===== src/rtl/alu_req_scheduler.sv =====
// Round-robin scheduler sharing one combinational ALU between two requesters.
// One transaction in flight: IDLE (arbitrate/accept) -> EXEC -> RESP -> IDLE.
module alu_req_scheduler #(
  parameter int DATA_W = 4,
  parameter int OP_W   = 4
) (
  input  logic              clk,
  input  logic              rst,
  input  logic              req0_valid,
  output logic              req0_ready,
  input  logic [OP_W-1:0]   req0_opcode,
  input  logic [DATA_W-1:0] req0_a,
  input  logic [DATA_W-1:0] req0_b,
  input  logic              req1_valid,
  output logic              req1_ready,
  input  logic [OP_W-1:0]   req1_opcode,
  input  logic [DATA_W-1:0] req1_a,
  input  logic [DATA_W-1:0] req1_b,
  output logic              resp0_valid,
  input  logic              resp0_ready,
  output logic              resp1_valid,
  input  logic              resp1_ready,
  output logic [DATA_W-1:0] resp_result,
  output logic              resp_cout,
  output logic              resp_zero,
  output logic              resp_overflow,
  output logic [OP_W-1:0]   alu_opcode,
  output logic [DATA_W-1:0] alu_a,
  output logic [DATA_W-1:0] alu_b,
  input  logic [DATA_W-1:0] alu_result,
  input  logic              alu_cout,
  input  logic              alu_zero,
  input  logic              alu_overflow,
  output logic              busy
);

  typedef enum logic [1:0] {
    IDLE = 2'd0,
    EXEC = 2'd1,
    RESP = 2'd2
  } state_t;

  state_t            state_q, state_d;
  logic              last_grant_q;
  logic              owner_q;
  logic [OP_W-1:0]   alu_opcode_q;
  logic [DATA_W-1:0] alu_a_q, alu_b_q;
  logic [DATA_W-1:0] resp_result_q;
  logic              resp_cout_q, resp_zero_q, resp_overflow_q;
  logic              accept;

  // On a tie the requester that did not win last time is granted.
  always_comb begin
    state_d     = state_q;
    req0_ready  = 1'b0;
    req1_ready  = 1'b0;
    resp0_valid = 1'b0;
    resp1_valid = 1'b0;
    busy        = 1'b1;
    case (state_q)
      IDLE: begin
        busy       = 1'b0;
        req0_ready = req0_valid & ~(req1_valid & ~last_grant_q);
        req1_ready = req1_valid & ~(req0_valid & last_grant_q);
        if (req0_ready || req1_ready) state_d = EXEC;
      end
      EXEC: state_d = RESP;
      RESP: begin
        resp0_valid = ~owner_q;
        resp1_valid = owner_q;
        if ((resp0_valid && resp0_ready) || (resp1_valid && resp1_ready)) state_d = IDLE;
      end
      default: state_d = IDLE;
    endcase
  end

  assign accept = req0_ready | req1_ready;

  always_ff @(posedge clk) begin
    if (rst) begin
      state_q         <= IDLE;
      last_grant_q    <= 1'b1;
      owner_q         <= 1'b0;
      alu_opcode_q    <= '0;
      alu_a_q         <= '0;
      alu_b_q         <= '0;
      resp_result_q   <= '0;
      resp_cout_q     <= 1'b0;
      resp_zero_q     <= 1'b0;
      resp_overflow_q <= 1'b0;
    end else begin
      state_q <= state_d;
      if (accept) begin
        owner_q      <= req1_ready;
        last_grant_q <= req1_ready;
        alu_opcode_q <= req1_ready ? req1_opcode : req0_opcode;
        alu_a_q      <= req1_ready ? req1_a : req0_a;
        alu_b_q      <= req1_ready ? req1_b : req0_b;
      end
      if (state_q == EXEC) begin
        resp_result_q   <= alu_result;
        resp_cout_q     <= alu_cout;
        resp_zero_q     <= alu_zero;
        resp_overflow_q <= alu_overflow;
      end
    end
  end

  assign alu_opcode    = alu_opcode_q;
  assign alu_a         = alu_a_q;
  assign alu_b         = alu_b_q;
  assign resp_result   = resp_result_q;
  assign resp_cout     = resp_cout_q;
  assign resp_zero     = resp_zero_q;
  assign resp_overflow = resp_overflow_q;

endmodule


===== config.mk =====
export PLATFORM = sky130hd
export DESIGN_NAME = alu_req_scheduler
export DESIGN_NICKNAME = d
export VERILOG_FILES = /design/src/rtl/alu_req_scheduler.sv
export SDC_FILE = /design/constraint.sdc
export NUM_CORES = 1
export LEC_CHECK = 0
export ABC_AREA = 1
export BUFFER_PORTS_ARGS = -buffer_cell sky130_fd_sc_hd__buf_2
export CORE_MARGIN = 5
export CORE_UTILIZATION = 47
export DETAILED_ROUTE_END_ITERATION = 8
export HOLD_SLACK_MARGIN = 0.02
export PLACE_DENSITY = 0.84
export SLEW_MARGIN = 25
export SYNTH_ARGS = -nofsm -noshare
export SYNTH_HDL_FRONTEND = slang
export SYNTH_SLANG_ARGS = --single-unit
export TNS_END_PERCENT = 20

===== constraint.sdc =====
create_clock -name clk -period 2.7 [get_ports clk]
set_input_delay 0.405 -clock clk [delete_from_list [all_inputs] [get_ports clk]]
set_output_delay 0.405 -clock clk [all_outputs]
set_load 0.1 [all_outputs]

# Word-level counts from Yosys, hierarchy flattened

Cells that the tools add are included.

Flip-flop bits (word level): 23
Bits of input ports: 37
Logic and storage cells: 40
Output and inout port bits: 24

Eq/ne operators: 4
Mux-type cells: 11
Reductions and logical operators: 6
Bitwise logic cells: 9

Operators by type and width:

| kind                                          | count |
|---|---|
| two-way mux 4 bit                             | 3 |
| one-hot mux 2 bit (3 select lines)            | 1 |
| two-way mux 1 bit                             | 5 |
| AND 1 bit                                     | 4 |
| two-way mux 2 bit                             | 2 |
| != test 2 bit, second input constant          | 2 |
| NOT 1 bit                                     | 4 |
| == test 2 x 1 -> 1 bit, second input constant | 1 |
| == test 2 bit, second input constant          | 1 |
| logical AND 1 bit                             | 2 |
| zero test 2 bit                               | 1 |
| logical OR 1 bit                              | 2 |
| AND reduction 2 bit                           | 1 |
| bitwise OR 1 bit                              | 1 |

# Depth between registers and ports, before layout

Gate-level depths: netlist (run 1).

Depth in word-level cells: 7
Gate-level depth with buffers: 8
Gate-level depth less buffers: 7

# Least setup slack after synthesis (run 1)

Ideal clock, no wire load.

Kind: reg-to-output
Start point: register state_q[0]
End point: output req0_ready
Stages on the path, launching flop included: 4
Arrival: 2,177 ps
Path buffers: 0
Required time: 2,295 ps
Path slack: 118 ps
Cells stage by stage: dfxtp_1 > inv_2 > nand2_2 > nor2_1

Cells in the longest elaborated chain, start to end: 2

RTL lines:

| what                   | RTL line | text |
|---|---|---|
| start, declared        | 43       | `state_t state_q, state_d;` |
| start signal, assigned | 92       | `state_q <= state_d;` |
| zero test 2 bit        | 60       | `case (state_q)` |
| two-way mux 1 bit      | 60       |  |
| end, declared          | 10       | `output logic req0_ready,` |

Every way passes these cells.

# Worst setup path in the final report (run 1)

Start point: register state_q[1]
End point: output req1_ready

Cells in the longest elaborated chain, start to end: 2

RTL lines:

| what              | RTL line | text |
|---|---|---|
| zero test 2 bit   | 60       |  |
| two-way mux 1 bit | 60       |  |
| end, declared     | 15       | `output logic req1_ready,` |

Every way passes these cells.

==> run metrics, run 1 <==
initial antenna violation count=0; Placer Congestion=0.750; DR vias/cell=4.80; Post-DRT Antenna Nets=0; Arr. time, crit path=1.57 ns; R2R Setup Slk=1.34 ns; Final Hold Viols=0; CTS tree=built; Post-synth ARST share=0%; Worst-Margin Slew=0.541 ns; post-route cell area=1430 um2; most frequent cell after synthesis=nand2_1; leakage=0.816 nW; critical path launch point=state_q[1]$_SDFFE_PP0P_; fin util=64.1%; first-pass iteration count of the detailed router=4; CP Capture Type=primary output; post-synthesis compound-gate area fraction=4.84%; top cells by count, synth=nand2_1, nor2_1, dfxtp_1; Die W=58.7 um; layout cells sized above 1=33.3%; worst r2r dst=alu_opcode[0]$_SDFFE_PP0P_; synthesized area=1110 um2; CP Capture Point=req1_ready; Yosys cell types=19; # IOs=61; WP data required=2.30 ns; main combinational cell family by area after synthesis=simple AND/OR/NAND/NOR gates; Hold Path Class=input pin to register; worst-skew pair later-pin latency=0.30 ns; CTS buffer count=3; XOR/XNOR Fraction of Synth Area=0%; synthesized area per cell=6.74 um2; clock root cell=clkbuf_4; post-cts sizing count=0; final worst setup slack=0.730 ns; syn nets=202; GR Overflow Total=0; H-tree levels=1; Worst VDD drop=0.000460 V; Yosys top cell area share=41.4%; die height=58.7 um; Clock Sinks=23; reg-to-reg startpoint=state_q[1]$_SDFFE_PP0P_; die area=3440 um2; DRC violations left=0; sequential share of the synthesized area=41.4%; GR Util All Layers=16.2%; fmax=508 MHz; Routed WL=2750 um; post-synth top area cell=dfxtp_1; Synth Warn #=0; per-cell routed wire length=11.0 um; CTS hold repair buffers=0; Setup CP Type=register to primary output; fill count=224; vias in the first global route=1114; largest net degree at the start of global routing=26; Fin Setup TNS=0 ns; worst slack, placed=0.852 ns; first-pass GRT wire length=4400 um; Startpoint Class=register; Ant. Diodes=0; mux contribution to synthesized area=0%; # Post-CTS Setup Buffers=0; Synth Flop Type=dfxtp_1; Post-synth EDFFs=0; area growth from synthesis to layout=28.8%; Reg2Reg Depth=6; Tmin final=1.97 ns; Port Buffer Count=60; maxcap violations=0; Final HPWL DP=2090 um; Post-Syn Instances=165; Setup-failing EPs final=0; routed vias=1199; PwrDens=723 nW/um2; RSZ-0062 raised after global routing=false; Core Area=2230 um2; post-synthesis adder-cell area fraction=0%; effective utilization at floorplan=49.8%; CP max FO=13; clock slew seen by the registers of the worst setup and hold paths=0.12 ns; final slew viol count=0; period utilization=73.0%; Final #Nets=260; Synth Area in Simple Gates=42.6%; Clock Skew=0.000488 ns; initial DRC count=56; placed cell area=1410 um2; Rows=17; outcome=finished, final reports clean; Clock Path Buffers=2; Rel. slew slack=63.9%; register bit total from synthesis=23; synth top area cells=dfxtp_1, nand2_1, nor2_1
[sequential cells by signal, summed over array words and instances, names as in the netlist]
| name | flops |
|---|---|
| owner_q | 1 |
| state_q | 2 |
| alu_opcode | 4 |
| resp_zero | 1 |
| resp_cout | 1 |
| resp_result | 4 |
| resp_overflow | 1 |
| last_grant_q | 1 |
| alu_b | 4 |
| alu_a | 4 |
[cell usage in the layout (no fill, tap or decap), drive strengths merged]
cell	instances
inv	20
clkbuf	4
nand2	44
a21oi	9
nand3	14
buf	61
nand4	12
dfxtp	23
nor2	33
nand3b	1
o21ai	1
[per-layer routing]
metal / track usage, % / part of all wire (%) / vias up
li1: - / - / 632
met1: 20.4 / 44 / 508
met2: 26.5 / 44 / 55
met3: 3.73 / 11 / 4
met4: 6.80 / 1.0 / 0
met5: 0 / 0 / -
[kinds of logic after synthesis]
family,after synthesis
flip-flops,23
AO/OA/AOI/OAI,10
AND/OR/NAND/NOR,104
buffers and inverters,28
[cell type report]
| class | instances | area, um2 | area share [%] |
|---|---|---|---|
| Timing Repair Buffer | 61 | 308 | 21.5 |
| Inverter | 20 | 75.1 | 5.24 |
| Tap cell | 28 | 35.0 | 2.45 |
| Multi-Input combinational cell | 114 | 528 | 36.9 |
| Clock buffer | 4 | 26.3 | 1.83 |
| Sequential cell | 23 | 460 | 32.1 |
[stage by stage]
| stage | hold slack (ns) | power [W] | std cells |
|---|---|---|---|
| floorplan | 0.456 | 0.000811 | 165 |
| global placement | 0.446 | 0.000886 | 246 |
| detailed placement | 0.454 | 0.000891 | 246 |
| CTS | 0.327 | 0.00105 | 250 |
| global route | 0.330 | 0.00110 | 250 |
| finish | 0.341 | 0.00104 | 250 |
[critical path: stages, from the launching register on]
cell and delay, ns:
dfxtp_1 0.39, nor2_4 0.28, nand3_2 0.11, inv_1 0.07
buf_2 0.41
[power by group]
group | internal (W) | switching, W | leakage (nW)
registers | 0.000376 | 0.0000205 | 0.190
logic | 0.0000937 | 0.000392 | 0.611
clock network | 0.0000576 | 0.0000963 | 0.0150
[how the worst min path moves through the flow]
stage	slack, ns	cells after the start	end	startpoint
after CTS	0.33	3	resp_zero$_SDFFE_PP0N_	alu_zero
after global routing	0.33	3	resp_zero$_SDFFE_PP0N_	alu_zero
after floorplan	0.46	2	last_grant_q$_SDFFE_PP1P_	last_grant_q$_SDFFE_PP1P_
after global placement	0.45	2	resp_result[3]$_SDFFE_PP0N_	resp_result[3]$_SDFFE_PP0N_
after detailed placement	0.45	2	resp_overflow$_SDFFE_PP0N_	resp_overflow$_SDFFE_PP0N_
final	0.34	3	resp_zero$_SDFFE_PP0N_	alu_zero
No activity file was read; power rests on OpenSTA's default activity.
==> run 2, diff against run 1 <==
ABC_AREA = 0   (was 1)
CORE_UTILIZATION = 43   (was 47)
PLACE_DENSITY = 0.78   (was 0.84)
clock period = 1.97 ns   (was 2.7 ns; I/O delays follow)
==> run 2 against run 1 <==
  * Total power grew 40%
  * Largest cell class unchanged
  * Final cell count shrank 18%
  * Non-clock buffer count up 2
  * Critical path depth decreased by 1
  * Sequential share of layout area down 0.38 points
  * Via count is 9.6% lower
  * Global-route usage grew 0.45 points
  * Highest routed layer unchanged
  * Critical path type unchanged
  * Setup slack got worse by 0.63 ns
==> run metrics, run 2 <==
outcome=finished, final reports clean; Reg2Reg Depth=4; Hold Worst Slack=0.215 ns; first-pass GRT wire length=4620 um; Arr. time, crit path=1.57 ns; Synth Warn #=0; Yosys cell types=26; register bit total from synthesis=23; Clock Skew=0.00502 ns; Worst-Margin Slew=0.495 ns; post-synthesis compound-gate area fraction=23.3%; per-cell routed wire length=14.5 um; Rel. slew slack=67.2%; Rows=18; clock root cell=clkbuf_4; routed vias=1084; RSZ-0062 raised after global routing=false; Final Hold Viols=0; die height=60.2 um; Post-Syn Instances=117; Die W=60.2 um; Post-DRT Antenna Nets=0; Port Buffer Count=60; Crit path max-delay family=simple AND/OR/NAND/NOR gates; synthesized area=1080 um2; effective utilization at floorplan=44.1%; PwrDens=993 nW/um2; flip-flop and latch area=463 um2; most common cell after layout, fill and taps aside=buf_2; area occupied by multi-input gates=567 um2; synthesized area per cell=9.26 um2; crit path cell chain=or3b_2 > a21oi_2 > buf_12; XOR/XNOR Fraction of Synth Area=0%; DR vias/cell=5.31; synth top area cells=dfxtp_1, a311oi_1, nand3b_1; post-synth top area cell=dfxtp_1; layout cells sized above 1=44.3%; critical path launch point=state_q[1]$_SDFFE_PP0P_; slowest stage delay, CP=0.52 ns; Routed WL=2950 um; Core Area=2450 um2; main combinational cell family by area after synthesis=compound AO/OA/AOI/OAI gates; DRC violations left=0; Startpoint Class=register; Hold Path Class=input pin to register; CP Capture Type=primary output; post-synthesis adder-cell area fraction=0%; vias in the first global route=1058; Critical-path top delay cell=or3b_2; GR Util All Layers=16.7%; die area=3620 um2; WP data required=1.67 ns; Ant. Diodes=0; CP Capture Point=req0_ready; Setup-failing EPs final=0; period utilization=94.9%; CTS tree=built; Clock Sinks=23; most frequent cell after synthesis=dfxtp_1; GR Overflow Total=0; mux contribution to synthesized area=7.39%; total power=0.00145 W; first-pass iteration count of the detailed router=4; top cells by count, synth=dfxtp_1, a21oi_1, nand3b_1; reg-to-reg startpoint=state_q[1]$_SDFFE_PP0P_; Synth Flop Type=dfxtp_1; sequential share of the synthesized area=42.5%; H-tree levels=1; Final #Nets=212; leakage=0.694 nW; Clock Path Buffers=2; fmax=535 MHz; area growth from synthesis to layout=34.5%; CTS buffer count=3; Post-synth EDFFs=0; worst-skew pair later-pin latency=0.31 ns; maxcap violations=0; final slew viol count=0; # Post-CTS Setup Buffers=0; Buf/Inv on CP=1; largest net degree at the start of global routing=27; worst r2r dst=alu_b[1]$_SDFFE_PP0P_; Tmin final=1.87 ns; R2R Setup Slk=0.58 ns; syn nets=154; most frequent cells in the layout=buf_2, dfxtp_1, nand3b_1, a21oi_1, a311oi_1; initial antenna violation count=0; Worst VDD drop=0.000610 V; clock slew seen by the registers of the worst setup and hold paths=0.13 ns; CP max FO=8; Post-synth ARST share=0%; fill count=211; Final HPWL DP=2210 um; initial DRC count=35; Setup CP Type=register to primary output; Synth Area in Simple Gates=20.8%; # IOs=61; Yosys top cell area share=42.5%; WP depth=3; Placer Congestion=0.747
[run 2: timing repair]
action	4_1_cts	5_1_grt
endpoints found under the setup margin	1	2
hold buffers	0	0
gates resized for setup	1	2
[run 2: worst min path at each step]
| stage | startpoint | slack, ns | endpoint | depth (start not counted) |
|---|---|---|---|---|
| finish | alu_result[3] | 0.21 | resp_result[3]$_SDFFE_PP0N_ | 3 |
| global route | alu_result[3] | 0.20 | resp_result[3]$_SDFFE_PP0N_ | 3 |
| CTS | alu_result[3] | 0.21 | resp_result[3]$_SDFFE_PP0N_ | 3 |
| detailed placement | resp_result[3]$_SDFFE_PP0N_ | 0.49 | resp_result[3]$_SDFFE_PP0N_ | 2 |
| global placement | resp_overflow$_SDFFE_PP0N_ | 0.47 | resp_overflow$_SDFFE_PP0N_ | 2 |
| floorplan | rst | 0.37 | state_q[0]$_SDFFE_PP0P_ | 1 |
[run 2: layer usage]
metal	routed length (um)	part of all wire, %	global-route usage (%)	up-vias
met2	1530	52	31.0	49
met5	0	0	0	-
met3	229	7.8	3.46	4
met1	1160	39	18.0	484
li1	-	-	-	547
met4	31	1.1	6.65	0
[run 2: logic make-up after synthesis]
group	Yosys count
AND/OR/NAND/NOR	34
flip-flops	23
buffers and inverters	12
AO/OA/AOI/OAI	40
multiplexers	8
[run 2: cell type report]
| cell class | instances | area share [%] |
|---|---|---|
| clock inverter | 1 | 0.515 |
| sequential | 23 | 31.8 |
| inverter | 2 | 0.515 |
| tap | 30 | 2.58 |
| timing repair buffer | 63 | 24.2 |
| clock buffer | 3 | 1.55 |
| multi-input combinational | 82 | 38.9 |
[run 2: power breakdown]
group / leakage [nW] / total, W / internal, W / switching, W
combinational: 0.489 / 0.000675 / 0.000161 / 0.000514
sequential: 0.191 / 0.000550 / 0.000516 / 0.0000346
clock: 0.0139 / 0.000222 / 0.0000772 / 0.000145
total: 0.694 / 0.00145 / 0.000754 / 0.000694
[run 2: stage by stage]
stage | cell area, um2 | instances | setup slack (ns) | util (%) | setup TNS (ns)
2_1_floorplan | 1090 | 117 | -0.641 | - | -1.14
3_3_place_gp | 1420 | 200 | 0.385 | 57.9 | 0
3_5_place_dp | 1420 | 200 | 0.345 | 57.9 | 0
4_1_cts | 1460 | 204 | 0.0479 | 59.3 | 0
5_1_grt | 1460 | 204 | 0.0203 | 59.4 | 0
6_report | 1460 | 204 | 0.100 | 59.4 | 0
[run 2: worst reg2reg max path, cell delays in order, from the launching register on]
cell,delay (ns)
dfxtp_2,0.38
or3b_4,0.40
buf_4,0.19
o21ai_0,0.18
a311oi_1,0.12
